===== src/rtl/hilo_sched_if.sv =====
// Execute-stage to HI/LO unit handshake: request/operands in, status and
// architectural HI/LO out.
interface hilo_sched_if;
    logic        req_valid;
    logic [2:0]  req_op;
    logic [31:0] src_a;
    logic [31:0] src_b;
    logic        flush;
    logic        busy;
    logic        done;
    logic [31:0] hi;
    logic [31:0] lo;

    modport master (output req_valid, req_op, src_a, src_b, flush,
                    input  busy, done, hi, lo);
    modport slave  (input  req_valid, req_op, src_a, src_b, flush,
                    output busy, done, hi, lo);
endinterface


===== src/rtl/hilo_sched.sv =====
// HI/LO multiply/divide scheduler: fixed-latency multiply-accumulate and a
// 32-step restoring divider with a final sign-fix cycle.
module hilo_sched #(
    parameter int MUL_LAT = 2
) (
    input logic          clk,
    input logic          rst,
    hilo_sched_if.slave  bus
);
    localparam logic [2:0] OP_MULT  = 3'b000;
    localparam logic [2:0] OP_MULTU = 3'b001;
    localparam logic [2:0] OP_DIV   = 3'b010;
    localparam logic [2:0] OP_DIVU  = 3'b011;
    localparam logic [2:0] OP_MTHI  = 3'b100;
    localparam logic [2:0] OP_MTLO  = 3'b101;
    localparam logic [2:0] OP_MADD  = 3'b110;
    localparam logic [2:0] OP_MSUB  = 3'b111;

    typedef enum logic [1:0] {IDLE, MUL, DIV, FIX} state_t;

    state_t      state;
    logic [2:0]  op;
    logic [31:0] op_a, op_b, quo, rem;
    logic [4:0]  cnt;
    logic        neg_q, neg_r;
    logic        busy, done;
    logic [31:0] hi, lo;

    logic        accept;
    logic        div_signed;
    logic [31:0] a_mag, b_mag;
    logic [32:0] shifted, trial;
    logic [63:0] ext_a, ext_b, prod, acc;

    assign bus.busy = busy;
    assign bus.done = done;
    assign bus.hi   = hi;
    assign bus.lo   = lo;

    assign accept     = (state == IDLE) && bus.req_valid && !bus.flush;
    assign div_signed = (bus.req_op == OP_DIV);
    assign a_mag      = (div_signed && bus.src_a[31]) ? -bus.src_a : bus.src_a;
    assign b_mag      = (div_signed && bus.src_b[31]) ? -bus.src_b : bus.src_b;

    // quo starts as the dividend and shifts out MSB-first as quotient bits enter
    assign shifted = {rem, quo[31]};
    assign trial   = shifted - {1'b0, op_b};

    always_comb begin
        ext_a = (op == OP_MULTU) ? {32'b0, op_a} : {{32{op_a[31]}}, op_a};
        ext_b = (op == OP_MULTU) ? {32'b0, op_b} : {{32{op_b[31]}}, op_b};
        prod  = ext_a * ext_b;
        case (op)
            OP_MADD: acc = {hi, lo} + prod;
            OP_MSUB: acc = {hi, lo} - prod;
            default: acc = prod;
        endcase
    end

    always_ff @(posedge clk) begin
        if (rst) begin
            state <= IDLE;
            op    <= OP_MULT;
            op_a  <= '0;
            op_b  <= '0;
            quo   <= '0;
            rem   <= '0;
            cnt   <= '0;
            neg_q <= 1'b0;
            neg_r <= 1'b0;
            busy  <= 1'b0;
            done  <= 1'b0;
            hi    <= '0;
            lo    <= '0;
        end else begin
            done <= 1'b0;
            case (state)
                IDLE: if (accept) begin
                    case (bus.req_op)
                        OP_MTHI: begin hi <= bus.src_a; done <= 1'b1; end
                        OP_MTLO: begin lo <= bus.src_a; done <= 1'b1; end
                        OP_DIV, OP_DIVU: begin
                            if (bus.src_b == '0) begin
                                done <= 1'b1;
                            end else begin
                                quo   <= a_mag;
                                op_b  <= b_mag;
                                rem   <= '0;
                                cnt   <= '0;
                                neg_q <= div_signed && (bus.src_a[31] ^ bus.src_b[31]);
                                neg_r <= div_signed && bus.src_a[31];
                                state <= DIV;
                                busy  <= 1'b1;
                            end
                        end
                        default: begin
                            op    <= bus.req_op;
                            op_a  <= bus.src_a;
                            op_b  <= bus.src_b;
                            cnt   <= '0;
                            state <= MUL;
                            busy  <= 1'b1;
                        end
                    endcase
                end
                // completion wins over a simultaneous flush
                MUL: begin
                    if (cnt == 5'(MUL_LAT - 1)) begin
                        {hi, lo} <= acc;
                        done     <= 1'b1;
                        state    <= IDLE;
                        busy     <= 1'b0;
                    end else if (bus.flush) begin
                        state <= IDLE;
                        busy  <= 1'b0;
                    end else begin
                        cnt <= cnt + 5'd1;
                    end
                end
                DIV: begin
                    if (bus.flush) begin
                        state <= IDLE;
                        busy  <= 1'b0;
                    end else begin
                        rem <= trial[32] ? shifted[31:0] : trial[31:0];
                        quo <= {quo[30:0], ~trial[32]};
                        if (cnt == 5'd31) state <= FIX;
                        else              cnt   <= cnt + 5'd1;
                    end
                end
                FIX: begin
                    lo    <= neg_q ? -quo : quo;
                    hi    <= neg_r ? -rem : rem;
                    done  <= 1'b1;
                    state <= IDLE;
                    busy  <= 1'b0;
                end
                default: state <= IDLE;
            endcase
        end
    end
endmodule

===== src/flat_wrapper.sv =====
// flat-port wrapper written by rule: the top's interface ports become plain ports
module hilo_sched_flat 
#(
    parameter int MUL_LAT = 2
)
  (clk, rst, bus_req_valid, bus_req_op, bus_src_a, bus_src_b, bus_flush, bus_busy, bus_done, bus_hi, bus_lo);
  hilo_sched_if bus_i ();
  input logic clk;
  input logic rst;
  input wire logic [$bits(bus_i.req_valid)-1:0] bus_req_valid;
  input wire logic [$bits(bus_i.req_op)-1:0] bus_req_op;
  input wire logic [$bits(bus_i.src_a)-1:0] bus_src_a;
  input wire logic [$bits(bus_i.src_b)-1:0] bus_src_b;
  input wire logic [$bits(bus_i.flush)-1:0] bus_flush;
  output wire logic [$bits(bus_i.busy)-1:0] bus_busy;
  output wire logic [$bits(bus_i.done)-1:0] bus_done;
  output wire logic [$bits(bus_i.hi)-1:0] bus_hi;
  output wire logic [$bits(bus_i.lo)-1:0] bus_lo;
  assign bus_i.req_valid = bus_req_valid;
  assign bus_i.req_op = bus_req_op;
  assign bus_i.src_a = bus_src_a;
  assign bus_i.src_b = bus_src_b;
  assign bus_i.flush = bus_flush;
  assign bus_busy = bus_i.busy;
  assign bus_done = bus_i.done;
  assign bus_hi = bus_i.hi;
  assign bus_lo = bus_i.lo;
  hilo_sched #(.MUL_LAT(MUL_LAT)) u_core (.clk(clk), .rst(rst), .bus(bus_i));
endmodule

===== config.mk =====
export PLATFORM = sky130hd
export DESIGN_NAME = hilo_sched_flat
export DESIGN_NICKNAME = d
export VERILOG_FILES = /design/src/rtl/hilo_sched_if.sv /design/src/rtl/hilo_sched.sv /design/src/flat_wrapper.sv
export SDC_FILE = /design/constraint.sdc
export NUM_CORES = 2
export LEC_CHECK = 0
export BUFFER_PORTS_ARGS = -buffer_cell sky130_fd_sc_hd__buf_2
export CAP_MARGIN = 20
export CORE_UTILIZATION = 35
export DETAILED_ROUTE_END_ITERATION = 10
export SETUP_SLACK_MARGIN = 0.1
export SLEW_MARGIN = 20
export SYNTH_ARGS = -nofsm -noshare
export SYNTH_HDL_FRONTEND = slang
export SYNTH_SLANG_ARGS = --single-unit

===== constraint.sdc =====
create_clock -name clk -period 16.3 [get_ports clk]
set_input_delay 3.26 -clock clk [delete_from_list [all_inputs] [get_ports clk]]
set_output_delay 3.26 -clock clk [all_outputs]
set_load 0.05 [all_outputs]

==> results.sh <==
export IMPL_drc=0
export IMPL_drive_gt1_share_pct=4.713
export IMPL_ys_ff_latch=206
export IMPL_reg2reg_depth=46
export IMPL_cp_arrival_ns=14.66
export IMPL_die_area_um2=190900
export IMPL_syn2layout_area_growth_pct=6.034
export IMPL_clkLatencyLatePin_ns=0.64
export IMPL_drt_iter0_drc=4296
export IMPL_cp_endpoint="u_core.bus.hi[29]"
export IMPL_r2r_start="u_core.op_b[11]"
export IMPL_fmax_ghz=0.07041
export IMPL_hold_class="flop to flop"
export IMPL_multi_input_area_um2=54580
export IMPL_synth_cells=7698
export IMPL_critPathSlowestCell="dfxtp_1"
export IMPL_rsz0062_at_grt="false"
export IMPL_cts_tree="yes"
export IMPL_synth_ff_type="dfxtp_1"
export IMPL_fp_coreArea_um2=187800
export IMPL_initial_core_util_pct=35.24
export IMPL_nFillCells=19334
export IMPL_row_count=159
export IMPL_critPathKind="flop to flop"
export IMPL_syn_area_um2=66190
export IMPL_fin_cells=10079
export IMPL_postCtsSetupBuffers=0
export IMPL_skew_ns=0.05491
export IMPL_outcome="completed"
export IMPL_max_stage_delay_ns=1.00
export IMPL_cts_clk_slew_worst_paths_ns=0.07
export IMPL_required_ns=16.76
export IMPL_dp_cells=10019
export IMPL_rr_endpoint="u_core.bus.hi[29]"
export IMPL_period_share_pct=87.13
export IMPL_nets=9460
export IMPL_vdd_drop_max_uv=127.6
export IMPL_yosysWarnings=0
export IMPL_crit_start="u_core.op_b[11]"
export IMPL_start_kind="flop"
export IMPL_seq_area_frac_synth_pct=6.231
export IMPL_worst_path_max_fanout=25
export IMPL_worst_pin_slew_ns=1.162
export IMPL_p_per_area_nw_per_um2=80.94
export IMPL_syn_area_per_cell_um2=8.598
export IMPL_ys_types=106
export IMPL_setup_viol=0
export IMPL_grt_start_max_net_pins=71
export IMPL_slew_viol_final=0
export IMPL_track_usage_pct=23.02
export IMPL_min_from="u_core.op_a[2]"
export IMPL_hold_viol_final=0
export IMPL_first_pass_iters=8
export IMPL_async_flop_share_pct=0
export IMPL_synth_area_leader_cell="fa_1"
export IMPL_clockRootBuffer="clkbuf_16"
export IMPL_synth_nets=9604
export IMPL_synth_area_leaders="fa_1, inv_1, ha_1"
export IMPL_grt_antenna_before_repair=11
export IMPL_cts_buffers=28
export IMPL_r2r_slack_ns=2.10
export IMPL_drv_cap=0
export IMPL_clockBufferDepth=3
export IMPL_wl_per_cell_um=21.44
export IMPL_register_area_um2=4129
export IMPL_grt_pass1_wl_um=338700
export IMPL_cp_end_kind="flop"
export IMPL_tns_ns=0
export IMPL_dieHeight_um=436.9
export IMPL_portBuffers=136
export IMPL_hpwl_um=181700
export IMPL_drt_total_wl_um=216100
export IMPL_overflow=0
export IMPL_viasPerCell=5.187
export IMPL_h_tree_depth=1
export IMPL_synth_edf_count=0
export IMPL_leakage_nw=34.56
export IMPL_cts_repair_resized=0
export IMPL_pin_count=137
export IMPL_crit_top_cell="fa_1"
export IMPL_vias=52280
export IMPL_die_width_um=436.9
export IMPL_yosysTopAreaCellShare_pct=43.13
export IMPL_cts_sinks=206
export IMPL_hold_buffers=0
export IMPL_first_global_vias=55302
export IMPL_place_gp_congestion=0.9257
export IMPL_min_path_cells=2
export IMPL_slew_headroom_pct=21.91
export IMPL_fin_crit_ns=14.20
export IMPL_detail_route_antenna_nets=0
## critical path, delay by kind of cell (launching register included)
kind                     cells  cell delay (ns)
AO/OA/AOI/OAI               13             3.79
XOR/XNOR                     2             0.42
adder cells (fa/ha/maj)     12             5.66
buffers and inverters        9             0.53
flip-flops                   1             1.00
multiplexers                 1             0.21
AND/OR/NAND/NOR              9             2.34
## flip-flops by register name, indices dropped and copies added (netlist names), 3 cells and up
| register | cells |
|---|---|
| u_core.bus.hi | 32 |
| u_core.bus.lo | 32 |
| u_core.cnt | 5 |
| u_core.op | 3 |
| u_core.op_a | 32 |
| u_core.op_b | 32 |
| u_core.quo | 32 |
| u_core.rem | 32 |
## cells by family (layout without fill, tap and decap cells)
logic type	count (synthesis)	in the layout	synth area share (%)
AND/OR/NAND/NOR	2177	2177	15.51
buffers and inverters	2002	1878	11.39
adder cells (fa/ha/maj)	1839	1839	50.92
AO/OA/AOI/OAI	1069	1069	10.50
XOR/XNOR	364	364	4.817
flip-flops	206	206	6.231
multiplexers	41	41	0.6257
other	0	10	0
## worst min-delay path by stage
stage,to
after CTS,u_core.op_a[2]
final,u_core.op_a[2]
after floorplan,u_core.op[0]
after global placement,u_core.op_a[2]
after detailed placement,u_core.op_a[2]
after global routing,u_core.op_a[29]
## cells in the mapped netlist (all sizes together), types with 23 or more instances
cell type,number
a31oi,28
nand2,1057
o21ai,253
and3,42
nor2,274
inv,1595
nand2b,31
nor4,28
or3,33
o21a,28
clkbuf,386
o211ai,23
nand4,32
nand3,45
and2,450
ha,409
o21bai,23
a21oi,326
a21o,77
mux2i,38
a221o,38
o31ai,52
dfxtp,206
xnor2,248
nor3,92
a221oi,31
fa,1426
a211oi,74
xor2,116
## layout by cell type (no fill, tap or decap), types with 32 or more instances in the layout
cell type / instances
inv_1: 1595
fa_1: 1426
nand2_1: 1055
and2_1: 449
ha_1: 406
a21oi_1: 325
nor2_1: 267
xnor2_1: 248
o21ai_0: 243
dfxtp_1: 202
buf_2: 135
xor2_1: 116
buf_4: 97
nor3_1: 86
a21o_1: 77
a211oi_1: 73
o31ai_1: 48
nand3_1: 45
and3_1: 42
a221o_1: 38
mux2i_1: 38
or3_1: 32
nand4_1: 32
## cell type report
| type | count | area share, % |
|---|---|---|
| clock inverters | 8 | 0.1676 |
| repair buffers | 233 | 2.016 |
| well taps | 2495 | 4.448 |
| clock buffers | 42 | 1.145 |
| multi-input cells | 5490 | 77.77 |
| diodes | 10 | 0.03566 |
| flip-flops and latches | 206 | 5.883 |
| inverters | 1595 | 8.530 |
## power breakdown
group          switching (mW)  leakage, nW  total, mW  internal [mW]
Combinational            2.83         32.4       4.28           1.45
Sequential              0.150         1.68      0.751          0.601
Clock                   0.278        0.447      0.649          0.371
Total                    3.26         34.6       5.68           2.42
## per-stage QoR
| stage | worst slack, ns | instance area, um2 | total power, mW | hold slack [ns] | util [%] |
|---|---|---|---|---|---|
| after global placement | 2.466 | 69230 | 4.932 | 0.4452 | 36.86 |
| after floorplan | 3.831 | 66190 | 3.727 | 0.4496 | - |
| after detailed placement | 2.260 | 69230 | 4.948 | 0.4553 | 36.87 |
| after global routing | 1.432 | 70170 | 6.117 | 0.4937 | 37.36 |
| final | 2.098 | 70180 | 5.681 | 0.4618 | 37.37 |
| after CTS | 2.206 | 70150 | 5.640 | 0.4638 | 37.36 |
## metal layers
| metal | share of wire (%) | GRT usage, % |
|---|---|---|
| met1 | 45 | 33.13 |
| met2 | 44 | 35.59 |
| met3 | 7.1 | 3.330 |
| met4 | 3.1 | 6.937 |
| met5 | 0.0093 | 0 |
Power figures use the tool's default switching activity.
